File: config.mk
export PLATFORM = sky130hd
export DESIGN_NAME = led_mode_driver
export DESIGN_NICKNAME = d
export VERILOG_FILES = /design/src/rtl/led_pkg.sv /design/src/rtl/led_timebase.sv /design/src/rtl/led_mode_driver.sv
export SDC_FILE = /design/constraint.sdc
export NUM_CORES = 1
export LEC_CHECK = 0
export BUFFER_PORTS_ARGS = -buffer_cell sky130_fd_sc_hd__buf_2
export CAP_MARGIN = 20
export CORE_MARGIN = 1.5
export CORE_UTILIZATION = 25
export CTS_CLUSTER_DIAMETER = 100
export DETAILED_ROUTE_END_ITERATION = 8
export GPL_ROUTABILITY_DRIVEN = 0
export PLACE_DENSITY = 0.4
export SLEW_MARGIN = 10
export SYNTH_ARGS = -nofsm -noshare
export SYNTH_HDL_FRONTEND = slang
export SYNTH_SLANG_ARGS = --single-unit
File: constraint.sdc
create_clock -name sys_clk -period 2.9 [get_ports sys_clk]
set_clock_uncertainty 0.15 [all_clocks]
set_input_delay 0 -clock sys_clk [delete_from_list [all_inputs] [get_ports sys_clk]]
set_output_delay 0 -clock sys_clk [all_outputs]
set_load 0.05 [all_outputs]
File: src/rtl/led_pkg.sv
// Shared definitions for the LED mode driver: mode codes, FSM states
// and the counter-width helper used to size every counter.
package led_pkg;

    // Command and current-mode encoding seen on the cmd_mode / cur_mode ports
    typedef enum logic [1:0] {
        MODE_OFF    = 2'b00,
        MODE_ON     = 2'b01,
        MODE_BLINK  = 2'b10,
        MODE_BREATH = 2'b11
    } mode_e;

    // Command handshake FSM: RUN accepts commands, PEND holds one until period end
    typedef enum logic {
        ST_RUN  = 1'b0,
        ST_PEND = 1'b1
    } state_e;

    // Width of a counter spanning 0..n-1, never narrower than one bit
    function automatic int unsigned cnt_width(input int unsigned n);
        return (n > 1) ? $clog2(n) : 1;
    endfunction

endpackage

File: src/rtl/led_timebase.sv
// Time base for the LED driver: a 1 us prescaler and a PWM step counter.
// tick marks the last sys_clk cycle of each microsecond; period_end marks
// the last cycle of each full PWM period.
module led_timebase
    import led_pkg::*;
#(
    parameter int unsigned CLK_PER_US = 50,
    parameter int unsigned PWM_STEPS  = 1000,
    localparam int unsigned US_W      = cnt_width(CLK_PER_US),
    localparam int unsigned PWM_W     = cnt_width(PWM_STEPS)
) (
    input  logic             sys_clk,
    input  logic             sys_rst_n,
    output logic             tick,
    output logic [PWM_W-1:0] pwm_cnt,
    output logic             period_end
);

    logic [US_W-1:0]  us_cnt_q;
    logic [US_W-1:0]  us_cnt_d;
    logic [PWM_W-1:0] pwm_cnt_q;
    logic [PWM_W-1:0] pwm_cnt_d;
    logic             us_last;
    logic             pwm_last;

    assign us_last    = (us_cnt_q == US_W'(CLK_PER_US - 1));
    assign pwm_last   = (pwm_cnt_q == PWM_W'(PWM_STEPS - 1));
    assign tick       = us_last;
    assign period_end = us_last && pwm_last;
    assign pwm_cnt    = pwm_cnt_q;

    // Next-state for both counters: prescaler wraps every us, PWM steps on tick
    always_comb begin
        us_cnt_d  = us_last ? '0 : us_cnt_q + 1'b1;
        pwm_cnt_d = pwm_cnt_q;
        if (us_last) begin
            pwm_cnt_d = pwm_last ? '0 : pwm_cnt_q + 1'b1;
        end
    end

    // Counter registers, cleared asynchronously
    always_ff @(posedge sys_clk or negedge sys_rst_n) begin
        if (!sys_rst_n) begin
            us_cnt_q  <= '0;
            pwm_cnt_q <= '0;
        end else begin
            us_cnt_q  <= us_cnt_d;
            pwm_cnt_q <= pwm_cnt_d;
        end
    end

endmodule

File: src/rtl/led_mode_driver.sv
// LED mode driver: accepts a mode command, applies it at the next PWM
// period boundary, and drives the LED as OFF, ON, BLINK or BREATH.
// The LED output is registered from the current mode/pattern state.
module led_mode_driver
    import led_pkg::*;
#(
    parameter int unsigned CLK_PER_US    = 50,
    parameter int unsigned PWM_STEPS     = 1000,
    parameter int unsigned BLINK_PERIODS = 500
) (
    input  logic       sys_clk,
    input  logic       sys_rst_n,
    input  logic       cmd_valid,
    input  logic [1:0] cmd_mode,
    output logic       cmd_ready,
    output logic [1:0] cur_mode,
    output logic       led
);

    localparam int unsigned PWM_W = cnt_width(PWM_STEPS);
    localparam int unsigned BLK_W = cnt_width(BLINK_PERIODS);

    localparam logic [PWM_W-1:0] DUTY_MAX  = PWM_W'(PWM_STEPS - 1);
    localparam logic [BLK_W-1:0] BLINK_MAX = BLK_W'(BLINK_PERIODS - 1);

    // Time base outputs
    logic             tick_unused;
    logic [PWM_W-1:0] pwm_cnt;
    logic             period_end;

    // Handshake FSM state and registered outputs
    state_e state_q;
    mode_e  pend_mode_q;
    logic   cmd_ready_q;

    // Pattern state
    mode_e            cur_mode_q;
    mode_e            cur_mode_d;
    logic [PWM_W-1:0] duty_q;
    logic [PWM_W-1:0] duty_d;
    logic             dir_up_q;
    logic             dir_up_d;
    logic [BLK_W-1:0] blink_cnt_q;
    logic [BLK_W-1:0] blink_cnt_d;
    logic             phase_q;
    logic             phase_d;
    logic             led_q;
    logic             led_d;

    logic             load;

    // The driver only needs period_end; the raw tick is left unused here.
    led_timebase #(
        .CLK_PER_US (CLK_PER_US),
        .PWM_STEPS  (PWM_STEPS)
    ) u_timebase (
        .sys_clk    (sys_clk),
        .sys_rst_n  (sys_rst_n),
        .tick       (tick_unused),
        .pwm_cnt    (pwm_cnt),
        .period_end (period_end)
    );

    // A pending command takes effect on the period boundary that ends PEND
    assign load = (state_q == ST_PEND) && period_end;

    assign cmd_ready = cmd_ready_q;
    assign cur_mode  = cur_mode_q;
    assign led       = led_q;

    // Command handshake: latch the mode in RUN, wait for period end in PEND
    always_ff @(posedge sys_clk or negedge sys_rst_n) begin
        if (!sys_rst_n) begin
            state_q     <= ST_RUN;
            pend_mode_q <= MODE_OFF;
            cmd_ready_q <= 1'b1;
        end else begin
            case (state_q)
                ST_RUN: begin
                    if (cmd_valid) begin
                        pend_mode_q <= mode_e'(cmd_mode);
                        state_q     <= ST_PEND;
                        cmd_ready_q <= 1'b0;
                    end
                end
                ST_PEND: begin
                    if (period_end) begin
                        state_q     <= ST_RUN;
                        cmd_ready_q <= 1'b1;
                    end
                end
                default: begin
                    state_q     <= ST_RUN;
                    cmd_ready_q <= 1'b1;
                end
            endcase
        end
    end

    // Pattern next-state: a load restarts the pattern (even for the same mode),
    // otherwise BLINK and BREATH advance once per PWM period
    always_comb begin
        cur_mode_d  = cur_mode_q;
        duty_d      = duty_q;
        dir_up_d    = dir_up_q;
        blink_cnt_d = blink_cnt_q;
        phase_d     = phase_q;
        if (load) begin
            cur_mode_d  = pend_mode_q;
            duty_d      = '0;
            dir_up_d    = 1'b1;
            blink_cnt_d = '0;
            phase_d     = 1'b1;
        end else if (period_end) begin
            case (cur_mode_q)
                MODE_BLINK: begin
                    if (blink_cnt_q == BLINK_MAX) begin
                        blink_cnt_d = '0;
                        phase_d     = ~phase_q;
                    end else begin
                        blink_cnt_d = blink_cnt_q + 1'b1;
                    end
                end
                MODE_BREATH: begin
                    // Reaching an endpoint flips direction without moving duty,
                    // so each endpoint is shown for exactly one extra period
                    if (dir_up_q) begin
                        if (duty_q == DUTY_MAX) begin
                            dir_up_d = 1'b0;
                        end else begin
                            duty_d = duty_q + 1'b1;
                        end
                    end else begin
                        if (duty_q == '0) begin
                            dir_up_d = 1'b1;
                        end else begin
                            duty_d = duty_q - 1'b1;
                        end
                    end
                end
                default: ;
            endcase
        end
    end

    // LED value derived from the current mode and pattern state
    always_comb begin
        led_d = 1'b0;
        case (cur_mode_q)
            MODE_OFF:    led_d = 1'b0;
            MODE_ON:     led_d = 1'b1;
            MODE_BLINK:  led_d = phase_q;
            MODE_BREATH: led_d = (pwm_cnt < duty_q);
            default:     led_d = 1'b0;
        endcase
    end

    // Pattern and LED registers
    always_ff @(posedge sys_clk or negedge sys_rst_n) begin
        if (!sys_rst_n) begin
            cur_mode_q  <= MODE_OFF;
            duty_q      <= '0;
            dir_up_q    <= 1'b1;
            blink_cnt_q <= '0;
            phase_q     <= 1'b1;
            led_q       <= 1'b0;
        end else begin
            cur_mode_q  <= cur_mode_d;
            duty_q      <= duty_d;
            dir_up_q    <= dir_up_d;
            blink_cnt_q <= blink_cnt_d;
            phase_q     <= phase_d;
            led_q       <= led_d;
        end
    end

endmodule

==> impl_results.md <==
* Skew-Pair Late Insertion Delay at 0.30 ns
* Post-DRT Antenna Nets at 0
* Clk pin slew, worst setup/hold paths at 0.09 ns
* CP Launch Type: flop
* CTS Sinks at 44
* Area delta synth->final at 13.8%
* Max clock buf depth at 2
* Count of final max-slew check failures at 0
* Dpl hpwl at 4280 um
* Worst-Margin Slew at 0.593 ns
* Vias in the first global route at 2112
* LEAKAGE at 0.00138 uW
* Port bufs at 8
* DR WL/cell at 13.9 um
* Net Count, Synth at 304
* Setup Crit Path Kind: reg -> reg
* CP arrival at 2.62 ns
* Initial core utilization at 26.0%
* Setup Fix Bufs, Post-CTS at 0
* Max Cap Violations at 0
* RSZ-0062 raised after global routing: no
* Crit path capture type: flop
* Post-synthesis average cell area at 9.72 sq um
* Hold_ws at -0.00274 ns
* Max-slew headroom at 60.1%
* Largest stage delay, worst path at 0.57 ns
* Post-Layout Cell Count at 434
* Synth cell types at 47
* Placed Area at 0.00291 sq mm
* Ys flop type: dfrtp_1
* Failing checks: hold timing
* Root Buffer: clkbuf_8
* Cells along the critical path: inv_1, buf_4, ha_1, nand4_1, nor3_1, nor2_1, a211oi_1, mux2i_1, a21o_1
* DR pass1 iterations at 6
* CTS tree: yes
* H-tree depth at 2
* Gr ovfl total at 0
* Drt total wl at 6040 um
* Final setup viols at 0
* Detailed-route via count at 2019
* Final Cycle Share at 88.9%
* Required time worst endpoint at 2.94 ns
* Peak supply drop at 0.150 mV
* Final Worst Setup Slack at 0.322 ns
* I/O pins at 9
* Tot GR Track Use at 11.8%
* Layout cells sized above 1 at 12.1%
* Mapped Cells at 277
* Worst path slowest cell: dfstp_2
* Drt initial violations at 73
* Number of synthesized flops with an enable pin at 0
* Cell Area, Synth at 0.00269 sq mm
* Die Y at 107 um
* Drt drc at 0
* Width of the die at 107 um
* Core Footprint at 0.0104 sq mm
* Worst min-delay path category: in -> async
* PwrDens at 346 mW/mm^2
* Setup slack at placement at 0.318 ns
* Fin Setup TNS at 0 ns
* Placed Instances at 421
* First-pass GRT wire length at 10600 um
* Post-route design area at 0.00306 sq mm
* Seq/Total Area, Yosys at 41.0%
* Ant. Diodes at 0
* Fmax at 0.388 GHz
* Initial antenna violation count at 0
* DR vias/cell at 4.65
* Ys async rst share at 100%
* Nets at 324
* Crit path max fanout at 9
* Largest net degree at the start of global routing at 45
* Post-synthesis register bit count at 44
* Outcome: finished with violations
* Tmin final at 2.58 ns
* Total CTS buffers at 5
* YS warnings at 0
* Die area at 0.0114 sq mm
* # rows at 37
* Final Hold Vio Count at 1
==> per-layer routing <==
metal  up-vias  track usage, %  wire length (um)
met5         -               0                 0
met3         5            2.13               105
met2        15            19.0              2750
met1       968            15.8              3090
li1       1031               -                 -
met4         0            4.19                93
==> kinds of logic after synthesis <==
logic type | count (synthesis) | synth area share (%)
and+or+nand+nor | 111 | 21.3
AOI/OAI and AO/OA | 52 | 13.9
DFF | 44 | 41.0
xor gates and xnor gates | 25 | 8.13
adders and majority gates | 22 | 10.5
buffers and inverters | 17 | 2.65
muxes | 6 | 2.46
==> through the flow <==
stage          util (%)  total power (uW)  hold WS [ns]
4_1_cts            29.3              1070         0.262
5_1_grt            29.5              1110        0.0349
3_5_place_dp       28.1               650        0.0559
3_3_place_gp       28.1               650        0.0387
6_report           29.5              1060      -0.00274
2_1_floorplan         -               633        -0.446
==> timing repair <==
| action | CTS | global route |
|---|---|---|
| hold buffers | 4 | 0 |
| hold endpoints to repair | 45 | 0 |
| endpoints found under the setup margin | 0 | 0 |
| resized for setup | 0 | 0 |
==> power by group <==
| group | internal [uW] | total [uW] | switching (uW) |
|---|---|---|---|
| registers | 617 | 618 | 1.41 |
| logic | 10.9 | 25.8 | 14.9 |
| clock network | 191 | 417 | 226 |
==> cells in the mapped netlist, drive strengths merged, types with 3 or more instances <==
library cell | count | share of area [%]
xor2 | 11 | 3.6
nor2b | 5 | 1.2
dfrtp | 41 | 38
nand3 | 12 | 2.2
a22o | 8 | 2.6
inv | 13 | 1.8
and3 | 3 | 0.70
nand4 | 9 | 2.6
nor3 | 7 | 1.5
o21ai | 12 | 2.4
a21oi | 8 | 1.5
nor4 | 5 | 1.4
a211oi | 4 | 1.1
a21o | 8 | 2.2
nor2 | 37 | 5.3
dfstp | 3 | 2.9
xnor2 | 14 | 4.6
ha | 21 | 9.8
nand2 | 22 | 3.1
mux2 | 5 | 2.1
==> sequential cells by signal, indices dropped and copies added, names as in the netlist <==
| name | cells |
|---|---|
| u_timebase.pwm_cnt | 10 |
| cur_mode | 2 |
| dir_up_q | 1 |
| cmd_ready | 1 |
| u_timebase.us_cnt_q | 6 |
| blink_cnt_q | 9 |
| phase_q | 1 |
| pend_mode_q | 2 |
| led | 1 |
| state_q | 1 |
| duty_q | 10 |
==> critical path: cells and delay by family (launching register included) <==
kind	cells	cell delay, ns
AOI/OAI and AO/OA	2	0.45
muxes	1	0.12
DFF	1	0.57
adders and majority gates	1	0.37
buffers and inverters	2	0.33
and+or+nand+nor	3	0.49
==> layout by cell type (no fill, tap or decap), types with 2 or more instances in the layout <==
cell type	count
o21ai_0	9
nand3_1	12
a21oi_1	8
ha_1	21
a21o_1	8
nor3_1	6
dfstp_2	3
and4_1	2
xnor2_1	14
and4bb_1	2
clkbuf_8	6
dlygate4sd3_1	4
nor2_1	36
and3_1	3
inv_1	13
clkinv_2	2
a211oi_1	4
o21ai_1	2
a22o_1	8
buf_2	8
xor2_1	11
nand2b_1	2
buf_4	4
nand2_1	22
nor3b_1	2
o21a_1	2
nor2b_1	5
mux2_2	5
nand4_1	8
a31oi_1	2
nor4_1	4
dfrtp_1	41
==> cell type report <==
cell class	count	area, sq um
Fill cell	1100	7310
Multi-Input combinational cell	216	1520
Sequential cell	44	1100
Tap cell	136	170
Timing Repair Buffer	17	130
Clock buffer	6	82.6
Inverter	13	48.8
Clock inverter	2	10.0
==> path summary, 6_finish.rpt <==
check	endpoint	slack [ns]	cells past startpoint	from
min reg2reg	cmd_ready$_DFFE_PN1P_	0.34	2	cmd_ready$_DFFE_PN1P_
max	duty_q[9]$_DFFE_PN0P_	0.32	9	dir_up_q$_DFFE_PN1P_
min	u_timebase.us_cnt_q[0]$_DFF_PN0_	-0.003	2	sys_rst_n
min in group sys_clk	cmd_ready$_DFFE_PN1P_	0.28	3	cmd_valid
max reg2reg	duty_q[9]$_DFFE_PN0P_	0.32	9	dir_up_q$_DFFE_PN1P_
max in group asynchronous	phase_q$_DFFE_PN1P_	2.04	3	sys_rst_n
Power figures use the tool's default switching activity.
